`config.mk`:
```
export PLATFORM = sky130hd
export DESIGN_NAME = sort3_stream_ctrl_flat
export DESIGN_NICKNAME = d
export VERILOG_FILES = /design/src/rtl/sort_pkg.sv /design/src/rtl/sort3_stream_ctrl_if.sv /design/src/rtl/sort3_stream_ctrl_sorter.sv /design/src/rtl/sort3_stream_ctrl.sv /design/src/flat_wrapper.sv
export SDC_FILE = /design/constraint.sdc
export NUM_CORES = 1
export LEC_CHECK = 0
export CORE_MARGIN = 2
export CORE_UTILIZATION = 60
export DETAILED_ROUTE_END_ITERATION = 8
export PLACE_DENSITY = 0.88
export SYNTH_ARGS = -nofsm -noshare
export SYNTH_HDL_FRONTEND = slang
export SYNTH_SLANG_ARGS = --single-unit
```
`constraint.sdc`:
```
create_clock -name clk -period 17.3 [get_ports clk]
set_clock_uncertainty 0.05 [all_clocks]
set_input_delay 5.19 -clock clk [delete_from_list [all_inputs] [get_ports clk]]
set_output_delay 5.19 -clock clk [all_outputs]
set_load 0.05 [all_outputs]
```
`src/rtl/sort_pkg.sv`:
```
// sort_pkg: shared types and constants for the sort3 streaming scheduler
package sort_pkg;
   localparam int DATA_W = 8;
   localparam logic [DATA_W-1:0] PAD_ASC = 8'hFF;
   localparam logic [DATA_W-1:0] PAD_DESC = 8'h00;
   typedef enum logic [1:0] {ST_COLLECT, ST_SORT, ST_EMIT} state_e;
endpackage

```
`src/rtl/sort3_stream_ctrl_if.sv`:
```
// sort3_stream_ctrl_if: input sample stream and sorted output stream handshakes
interface sort3_stream_ctrl_if;
   import sort_pkg::*;
   logic in_valid;
   logic [DATA_W-1:0] in_data;
   logic in_last;
   logic in_ready;
   logic out_valid;
   logic [DATA_W-1:0] out_data;
   logic out_eog;
   logic out_last;
   logic out_ready;
   modport slave (
      input in_valid, in_data, in_last, out_ready,
      output in_ready, out_valid, out_data, out_eog, out_last
   );
   modport master (
      output in_valid, in_data, in_last, out_ready,
      input in_ready, out_valid, out_data, out_eog, out_last
   );
endinterface

```
`src/rtl/sort3_stream_ctrl_sorter.sv`:
```
// sort3_stream_ctrl_sorter: combinational 3-input byte sorter, ascending outputs
module sort3_stream_ctrl_sorter
   import sort_pkg::*;
(
   input  logic [DATA_W-1:0] a_i,
   input  logic [DATA_W-1:0] b_i,
   input  logic [DATA_W-1:0] c_i,
   output logic [DATA_W-1:0] out_a_o,
   output logic [DATA_W-1:0] out_b_o,
   output logic [DATA_W-1:0] out_c_o
);
   logic [DATA_W-1:0] lo, hi, t;
   always_comb begin
      lo = (a_i < b_i) ? a_i : b_i;
      hi = (a_i < b_i) ? b_i : a_i;
      out_a_o = (lo < c_i) ? lo : c_i;
      t = (lo < c_i) ? c_i : lo;
      out_b_o = (hi < t) ? hi : t;
      out_c_o = (hi < t) ? t : hi;
   end
endmodule

```
`src/rtl/sort3_stream_ctrl.sv`:
```
// sort3_stream_ctrl: groups input bytes by three (or up to in_last), sorts them and
// replays the sorted group on the output stream with a wrapping group counter
module sort3_stream_ctrl
   import sort_pkg::*;
#(
   parameter bit DESCEND = 1'b0,
   parameter int CNT_W = 16
) (
   input  logic             clk,
   input  logic             rst,
   sort3_stream_ctrl_if.slave s,
   output logic             busy,
   output logic [CNT_W-1:0] group_count
);
   state_e state_q, state_d;
   logic [DATA_W-1:0] slot_q [3];
   logic [DATA_W-1:0] res_q [3];
   logic [1:0] fill_q, cnt_q, idx_q;
   logic grp_last_q;
   logic out_valid_q, out_eog_q, out_last_q;
   logic [DATA_W-1:0] out_data_q;
   logic [CNT_W-1:0] gc_q;
   logic in_ready, acc, out_hs, done;
   logic [DATA_W-1:0] pad, sb, sc, oa, ob, oc, e0, e1, e2;
   // pads land at the unemitted end of the emit order
   always_comb begin
      in_ready = state_q == ST_COLLECT;
      acc = s.in_valid && in_ready;
      out_hs = out_valid_q && s.out_ready;
      done = out_hs && (idx_q == cnt_q - 2'd1);
      pad = DESCEND ? PAD_DESC : PAD_ASC;
      sb = (fill_q > 2'd1) ? slot_q[1] : pad;
      sc = (fill_q > 2'd2) ? slot_q[2] : pad;
      e0 = DESCEND ? oc : oa;
      e1 = ob;
      e2 = DESCEND ? oa : oc;
      state_d = state_q;
      state_d = (state_q == ST_COLLECT && acc && (fill_q == 2'd2 || s.in_last)) ? ST_SORT :
                (state_q == ST_SORT) ? ST_EMIT :
                (state_q == ST_EMIT && done) ? ST_COLLECT : state_q;
   end
   sort3_stream_ctrl_sorter u_sorter (
      .a_i(slot_q[0]), .b_i(sb), .c_i(sc),
      .out_a_o(oa), .out_b_o(ob), .out_c_o(oc)
   );
   always_ff @(posedge clk) begin
      if (rst) begin
         state_q <= ST_COLLECT;
         fill_q <= 2'd0;
         idx_q <= 2'd0;
         cnt_q <= 2'd0;
         grp_last_q <= 1'b0;
         out_valid_q <= 1'b0;
         out_data_q <= '0;
         out_eog_q <= 1'b0;
         out_last_q <= 1'b0;
         gc_q <= '0;
      end else begin
         state_q <= state_d;
         if (acc) begin
            slot_q[fill_q] <= s.in_data;
            fill_q <= fill_q + 2'd1;
            grp_last_q <= s.in_last;
         end
         if (state_q == ST_SORT) begin
            res_q[0] <= e0;
            res_q[1] <= e1;
            res_q[2] <= e2;
            cnt_q <= fill_q;
            idx_q <= 2'd0;
            out_valid_q <= 1'b1;
            out_data_q <= e0;
            out_eog_q <= fill_q == 2'd1;
            out_last_q <= (fill_q == 2'd1) && grp_last_q;
         end
         if (done) begin
            out_valid_q <= 1'b0;
            gc_q <= gc_q + CNT_W'(1);
            fill_q <= 2'd0;
            idx_q <= 2'd0;
            grp_last_q <= 1'b0;
         end else if (out_hs) begin
            idx_q <= idx_q + 2'd1;
            out_data_q <= res_q[idx_q + 2'd1];
            out_eog_q <= idx_q + 2'd2 == cnt_q;
            out_last_q <= (idx_q + 2'd2 == cnt_q) && grp_last_q;
         end
      end
   end
   assign s.in_ready = in_ready;
   assign s.out_valid = out_valid_q;
   assign s.out_data = out_data_q;
   assign s.out_eog = out_eog_q;
   assign s.out_last = out_last_q;
   assign busy = state_q != ST_COLLECT || fill_q != 2'd0;
   assign group_count = gc_q;
endmodule

```
`src/flat_wrapper.sv`:
```
// flat-port wrapper written by rule: the top's interface ports become plain ports
module sort3_stream_ctrl_flat import sort_pkg::*;
#(
   parameter bit DESCEND = 1'b0,
   parameter int CNT_W = 16
)
  (clk, rst, busy, group_count, s_in_valid, s_in_data, s_in_last, s_out_ready, s_in_ready, s_out_valid, s_out_data, s_out_eog, s_out_last);
  sort3_stream_ctrl_if s_i ();
  input  logic clk;
  input  logic rst;
  output logic busy;
  output logic [CNT_W-1:0] group_count;
  input wire logic [$bits(s_i.in_valid)-1:0] s_in_valid;
  input wire logic [$bits(s_i.in_data)-1:0] s_in_data;
  input wire logic [$bits(s_i.in_last)-1:0] s_in_last;
  input wire logic [$bits(s_i.out_ready)-1:0] s_out_ready;
  output wire logic [$bits(s_i.in_ready)-1:0] s_in_ready;
  output wire logic [$bits(s_i.out_valid)-1:0] s_out_valid;
  output wire logic [$bits(s_i.out_data)-1:0] s_out_data;
  output wire logic [$bits(s_i.out_eog)-1:0] s_out_eog;
  output wire logic [$bits(s_i.out_last)-1:0] s_out_last;
  assign s_i.in_valid = s_in_valid;
  assign s_i.in_data = s_in_data;
  assign s_i.in_last = s_in_last;
  assign s_i.out_ready = s_out_ready;
  assign s_in_ready = s_i.in_ready;
  assign s_out_valid = s_i.out_valid;
  assign s_out_data = s_i.out_data;
  assign s_out_eog = s_i.out_eog;
  assign s_out_last = s_i.out_last;
  sort3_stream_ctrl #(.DESCEND(DESCEND), .CNT_W(CNT_W)) u_core (.clk(clk), .rst(rst), .s(s_i), .busy(busy), .group_count(group_count));
endmodule
```
==> metrics.md, run 1 <==
| Metric | Value |
|---|---|
| Initial DRT Pass Iterations | `5` |
| HP Class | `reg -> reg` |
| Worst EP arrival | `7.38 ns` |
| Global-route wire length before repair | `14.6 mm` |
| Min Tclk post-route | `7.37 ns` |
| Number of synthesized register bits | `84` |
| Chip Width | `90.8 µm` |
| H-Tree Level Count | `3` |
| DRC Markers | `0` |
| DR vias/cell | `5.73` |
| Mapped Area | `4520 µm²` |
| IO Pins | `42` |
| Final Cell Area | `5190 µm²` |
| Root Buffer | `clkbuf_8` |
| Synthesized instance count | `434` |
| Final ANT Viol Nets | `0` |
| Crit path max fanout | `30` |
| Syn_area_per_cell | `10.4 µm²` |
| Setup-failing EPs final | `0` |
| Place WS | `10.04 ns` |
| Most common cell on crit path | `ha_1` |
| Die area | `8240 µm²` |
| Row cnt | `31` |
| Cell variety after synth | `46` |
| Post-Layout Cell Count | `570` |
| Top cell type's share of synthesized area | `31.9%` |
| Starting Density | `62.0%` |
| Biggest area consumer among synthesized cells | `edfxtp_1` |
| Largest net degree at the start of global routing | `42` |
| Final hold vios | `0` |
| Total GRT Usage | `22.3%` |
| Startpoint Class | `flop` |
| Normalized max-slew margin | `27.2%` |
| DR vias | `3,268` |
| Initial DRC Count | `269` |
| Total Power | `0.452 mW` |
| Core area | `7290 µm²` |
| Post-route setup slack | `9.93 ns` |
| Slowest-stage cell, CP | `o221ai_2` |
| CTS tree | `done` |
| Setup TNS Final | `0 ns` |
| Post-DP HPWL | `6.73 mm` |
| Syn Nets | `472` |
| Setup bufs post-CTS | `0` |
| Die Height | `90.8 µm` |
| Area growth syn-to-layout | `14.8%` |
| DP Area | `4960 µm²` |
| P_leak | `1.90 nW` |
| Worst-path clk slew | `0.08 ns` |
| Worst VDD drop | `79.1 µV` |
| Asr flop ratio synth | `0%` |
| Vias in the first global route | `3,143` |
| Sequential share of the synthesized area | `47.8%` |
| Fmax | `136 MHz` |
| Drt wl/cell | `15.8 µm` |
| CTS sink cnt | `84` |
| Nature of the critical path endpoint | `flop` |
| Max-slew violations | `0` |
| Crit path kind | `reg -> reg` |
| Placed Cells | `554` |
| Hold-fix buffers, CTS | `0` |
| Total CTS buffers | `9` |
| Tcrit/Tclk final | `42.6%` |
| Layout cells sized above 1 | `6.79%` |
| Initial antenna violation count | `0` |
| Max-Cap Viols | `0` |
| Routed WL | `8.99 mm` |
| Buffers on Ports | `41` |
| Max clock buf depth | `2` |
| Critical-path cell list | `inv_1 -> ha_1 -> nand2b_1 -> nor2_1 -> ha_1 -> nand3_1 -> a221o_1 -> o211ai_2 -> a21oi_1 -> ha_1 -> a211oi_1 -> o221ai_1 -> or3_1 -> o21ai_4 -> mux2i_1 -> ha_1 -> o21a_1 -> o21ai_0 -> a41oi_2 -> o221ai_2 -> mux2i_1` |
| Main synth FF type | `edfxtp_1` |
| Global placement routability congestion | `0.835` |
| Later-pin clock latency in the skew report | `0.35 ns` |
| Dominant cells by area after synthesis | `edfxtp_1 (32%), dfxtp_1 (16%), mux2i_1 (7.3%), ha_1 (6.9%), nor2_1 (4.2%)` |
| Syn. warnings | `0` |
| Number of flops mapped to enable cells by yosys | `48` |
| Antenna diodes | `0` |
| Commonest cells after routing, fill and taps aside | `nor2_1 (50), edfxtp_1 (48), clkdlybuf4s50_1 (41)` |
| Slowest stage delay, CP | `0.89 ns` |
| GR Overflow Total | `0` |
| Resized Gates After CTS | `0` |
| Fillers | `568` |
| Status | `complete, no violations` |
| RSZ-0062 raised after global routing | `no` |
| Worst-Margin Slew | `1.09 ns` |
| Power Dens Cells | `87.1 nW/µm²` |
| Data required time at the worst endpoint | `17.31 ns` |
| Nets | `504` |
| Commonest non-fill, non-tap cell in the layout | `nor2_1` |
report_power, final:
part	internal, mW	switching (mW)	total (mW)
sequential	0.218	0.00480	0.223
clock	0.0838	0.0658	0.150
combinational	0.0330	0.0461	0.0791
total	0.335	0.117	0.452
critical path: cells and delay by family, from the launching register on:
family                     cells  cell delay (ns)
and+or+nand+nor                4             1.13
muxes                          2             0.58
DFF                            1             0.47
AOI/OAI and AO/OA             10             3.62
adders and majority gates      4             1.13
buffers and inverters          1             0.11
layer usage:
layer | vias to the layer above | part of all wire (%) | GRT usage, %
met5 | - | 0 | 0
met4 | 0 | 1.2 | 5.18
met3 | 12 | 4.0 | 5.26
met2 | 74 | 50 | 38.7
met1 | 1560 | 45 | 28.4
li1 | 1622 | - | -
sequential cells by signal, indices dropped and copies added, names as in the netlist:
name	count
u_core.group_count	16
u_core.slot_q	24
u_core.s.out_valid	1
u_core.s.out_eog	1
u_core.res_q	24
u_core.s.out_last	1
u_core.state_q	2
u_core.cnt_q	2
u_core.grp_last_q	1
u_core.fill_q	2
u_core.idx_q	2
u_core.s.out_data	8
worst paths after layout:
path	startpoint	slack [ns]	end	depth (start not counted)
max	u_core.fill_q[1]	9.93	u_core.res_q[2][4]	21
min	u_core.cnt_q[1]	0.44	u_core.cnt_q[1]	2
max reg2reg	u_core.fill_q[1]	9.93	u_core.res_q[2][4]	21
min reg2reg	u_core.cnt_q[1]	0.44	u_core.cnt_q[1]	2
layout make-up:
type                       count  area [µm²]  area share [%]
clock inverter                 2        38.8           0.748
timing repair buffer          43         425            8.20
tap                           99         124            2.39
sequential                    84        2160            41.7
multi-input combinational    307        2170            41.9
clock buffer                  14         184            3.55
inverter                      21        78.8            1.52
through the flow:
stage / hold WS [ns] / utilization (%)
3_5_place_dp: 0.426 / 68.1
4_1_cts: 0.437 / 71.1
5_1_grt: 0.458 / 71.1
6_report: 0.440 / 71.1
3_3_place_gp: 0.423 / 68.1
2_1_floorplan: 0.387 / -
cell usage after synthesis, drive strengths merged (9+ instances only):
cell	instances
nor2	51
edfxtp	48
dfxtp	36
a21oi	33
mux2i	33
ha	25
nand2	25
inv	21
a211oi	16
clkbuf	15
nor2b	13
nand3	12
nand2b	11
xor2	10
mux2	9
o21ai	9
logic make-up after synthesis:
family	synth area share, %
adder cells (fa/ha/maj)	6.92
XOR/XNOR	3.10
flip-flops	47.8
buffers and inverters	4.12
AND/OR/NAND/NOR	15.2
AO/OA/AOI/OAI	12.8
multiplexers	10.0
(Power assumes the default switching activity.)
==> run 2, diff against run 1 <==
--- a/config.mk
+++ b/config.mk
@@ -6,9 +6,9 @@
 export NUM_CORES = 1
 export LEC_CHECK = 0
 export CORE_MARGIN = 2
-export CORE_UTILIZATION = 60
+export CORE_UTILIZATION = 52
 export DETAILED_ROUTE_END_ITERATION = 8
-export PLACE_DENSITY = 0.88
+export PLACE_DENSITY = 0.81
 export SYNTH_ARGS = -nofsm -noshare
 export SYNTH_HDL_FRONTEND = slang
 export SYNTH_SLANG_ARGS = --single-unit
==> constraint.sdc (replaced) <==
create_clock -name clk -period 6.1 [get_ports clk]
set_clock_uncertainty 0.05 [all_clocks]
set_input_delay 1.83 -clock clk [delete_from_list [all_inputs] [get_ports clk]]
set_output_delay 1.83 -clock clk [all_outputs]
set_load 0.05 [all_outputs]
==> metrics.md, run 2 (synthesis results as in run 1) <==
| Metric | Value |
|---|---|
| Status | `complete, no violations` |
| Global-route wire length before repair | `14.6 mm (-0.18%)` |
| Largest net degree at the start of global routing | `29 (-31%)` |
| Initial antenna violation count | `0 (unchanged)` |
| Hold Slack | `0.432 ns (-0.00760 ns)` |
| Flop2flop setup slack | `0.47 ns (-9.46 ns)` |
| Place WS | `0.0383 ns (-10.00 ns)` |
| Commonest non-fill, non-tap cell in the layout | `nor2_1` |
| Core area | `8590 µm² (+18%)` |
| Max-Cap Viols | `0 (unchanged)` |
| Buffers and inverters on the worst path | `3 (+2)` |
| Slowest-stage cell, CP | `or3_1` |
| Max-slew violations | `0 (unchanged)` |
| Die Height | `97.2 µm (+7.1%)` |
| Chip Width | `97.2 µm (+7.1%)` |
| Setup TNS Final | `0 ns (unchanged)` |
| Max clock buf depth | `2 (unchanged)` |
| Drt wl/cell | `14.8 µm (-6.2%)` |
| H-Tree Level Count | `3 (unchanged)` |
| Total Power | `1.29 mW (+190%)` |
| DRC Markers | `0 (unchanged)` |
| Global placement routability congestion | `0.893 (+6.9%)` |
| Crit path max fanout | `16 (-47%)` |
| Hold wc startpoint | `u_core.grp_last_q` |
| P_leak | `1.95 nW (+2.4%)` |
| R2R cell count | `23 (+9.5%)` |
| Post-DP HPWL | `6.59 mm (-2.1%)` |
| GR Overflow Total | `0 (unchanged)` |
| Buffers on Ports | `41 (unchanged)` |
| Fmax | `178 MHz (+31%)` |
| Setup-failing EPs final | `0 (unchanged)` |
| Power Dens Cells | `244 nW/µm² (+180%)` |
| Later-pin clock latency in the skew report | `0.36 ns (about the same)` |
| Vias in the first global route | `3,152 (+0.29%)` |
| Initial DRC Count | `152 (-43%)` |
| Root Buffer | `clkbuf_8` |
| Post-route setup slack | `0.473 ns (-9.46 ns)` |
| Routed WL | `8.68 mm (-3.4%)` |
| CTS sink cnt | `84 (unchanged)` |
| Normalized max-slew margin | `27.6% (+0.47 points)` |
| Critical-path cell list | `ha_1 -> nand2b_2 -> nor2_1 -> ha_1 -> a21o_1 -> a21oi_1 -> o211ai_4 -> buf_4 -> buf_4 -> a21oi_1 -> ha_1 -> nand4_1 -> o221ai_1 -> or3_1 -> o21a_2 -> mux2i_2 -> ha_1 -> a21o_1 -> a21oi_1 -> nand2_1 -> o221ai_2 -> buf_6 -> mux2i_1` |
| Final hold vios | `0 (unchanged)` |
| Area growth syn-to-layout | `16.8%` |
| Hold depth | `2 (unchanged)` |
| Total CTS buffers | `9 (unchanged)` |
| Slowest stage delay, CP | `0.43 ns (-0.46 ns)` |
| Nature of the critical path endpoint | `flop` |
| Startpoint Class | `flop` |
| Die area | `9450 µm² (+15%)` |
| Worst reg2reg path startpoint | `u_core.fill_q[0]` |
| FF-to-FF End | `u_core.res_q[1][1]` |
| Antenna diodes | `0 (unchanged)` |
| DR vias | `3,264 (-0.12%)` |
| Initial DRT Pass Iterations | `4 (-1)` |
| CTS tree | `done` |
| Layout cells sized above 1 | `9.81% (+3.0 points)` |
| Delay-heaviest family, CP | `compound AO/OA/AOI/OAI gates` |
| Commonest cells after routing, fill and taps aside | `nor2_1 (50), edfxtp_1 (48), clkdlybuf4s50_1 (41)` |
| Worst EP arrival | `5.78 ns (-1.60 ns)` |
| Starting Density | `52.6% (-9.4 points)` |
| Worst VDD drop | `136 µV (+72%)` |
| Fillers | `728 (+28%)` |
| Crit path kind | `reg -> reg` |
| DR vias/cell | `5.56 (-3.0%)` |
| Total GRT Usage | `19.1% (-3.2 points)` |
| Min-Delay Endpoint | `u_core.grp_last_q` |
| Worst-Margin Slew | `1.08 ns (-0.00827 ns)` |
| Final ANT Viol Nets | `0 (unchanged)` |
| IO Pins | `42 (unchanged)` |
| Min Tclk post-route | `5.63 ns (-1.74 ns)` |
| HP Class | `reg -> reg` |
| Tcrit/Tclk final | `92.2% (+50 points)` |
| Row cnt | `34 (+9.7%)` |
| RSZ-0062 raised after global routing | `no` |
| Most common cell on crit path | `ha_1` |
| Data required time at the worst endpoint | `6.25 ns (-11.06 ns)` |
| Nets | `512 (+1.6%)` |
| Worst-path clk slew | `0.08 ns (about the same)` |
run 2: cell count changes in the layout (fill, tap and decap cells not counted), sizes merged:
cell    delta
buf        +8
clkbuf     -3
inv        +2
clkinv     +1
run 2: tightest hold or removal path, cell delays in order, from the launching register on:
cell     delay (ns)
dfxtp_1        0.33
nand2_1        0.05
a21oi_1        0.06
run 2: layout make-up:
| type | count | area [µm²] | share of cell area [%] |
|---|---|---|---|
| Clock buffer | 11 | 163 | 3.08 |
| Clock inverter | 5 | 55.1 | 1.04 |
| Inverter | 21 | 78.8 | 1.49 |
| Multi-Input combinational cell | 307 | 2200 | 41.6 |
| Sequential cell | 84 | 2160 | 41.0 |
| Tap cell | 108 | 135 | 2.56 |
| Timing Repair Buffer | 51 | 487 | 9.22 |
run 2: worst max-delay path by stage:
stage	from	endpoint	slack, ns	cells after the start
floorplan	u_core.fill_q[1]	u_core.res_q[2][0]	0.54	25
finish	u_core.fill_q[0]	u_core.res_q[1][1]	0.47	23
detailed placement	u_core.fill_q[0]	u_core.res_q[2][0]	0.04	22
global route	u_core.fill_q[0]	u_core.res_q[2][1]	0.01	23
CTS	u_core.fill_q[0]	u_core.res_q[1][1]	0.02	22
global placement	u_core.fill_q[0]	u_core.res_q[1][0]	0.37	22
run 2: repair_timing:
item,4_1_cts,5_1_grt
hold buffers,0,0
resized for setup,0,7
setup endpoints to repair,0,16
buffers inserted,0,4
run 2: power breakdown:
group	internal [mW]	switching [mW]
clock network	0.226	0.200
logic	0.0997	0.132
registers	0.619	0.0122
run 2: metal layers:
metal	global-route usage, %	vias up	share of wire [%]
met5	0	-	0
met4	7.05	0	1.5
met3	3.74	11	3.0
met2	30.6	53	46
met1	25.8	1555	49
li1	-	1645	-
run 2: metrics by stage:
step | std cells | utilization (%) | cell area [µm²]
floorplan | 434 | - | 4520
global placement | 567 | 58.2 | 5000
detailed placement | 567 | 58.2 | 5000
CTS | 583 | 60.8 | 5220
global route | 587 | 61.4 | 5280
finish | 587 | 61.4 | 5280
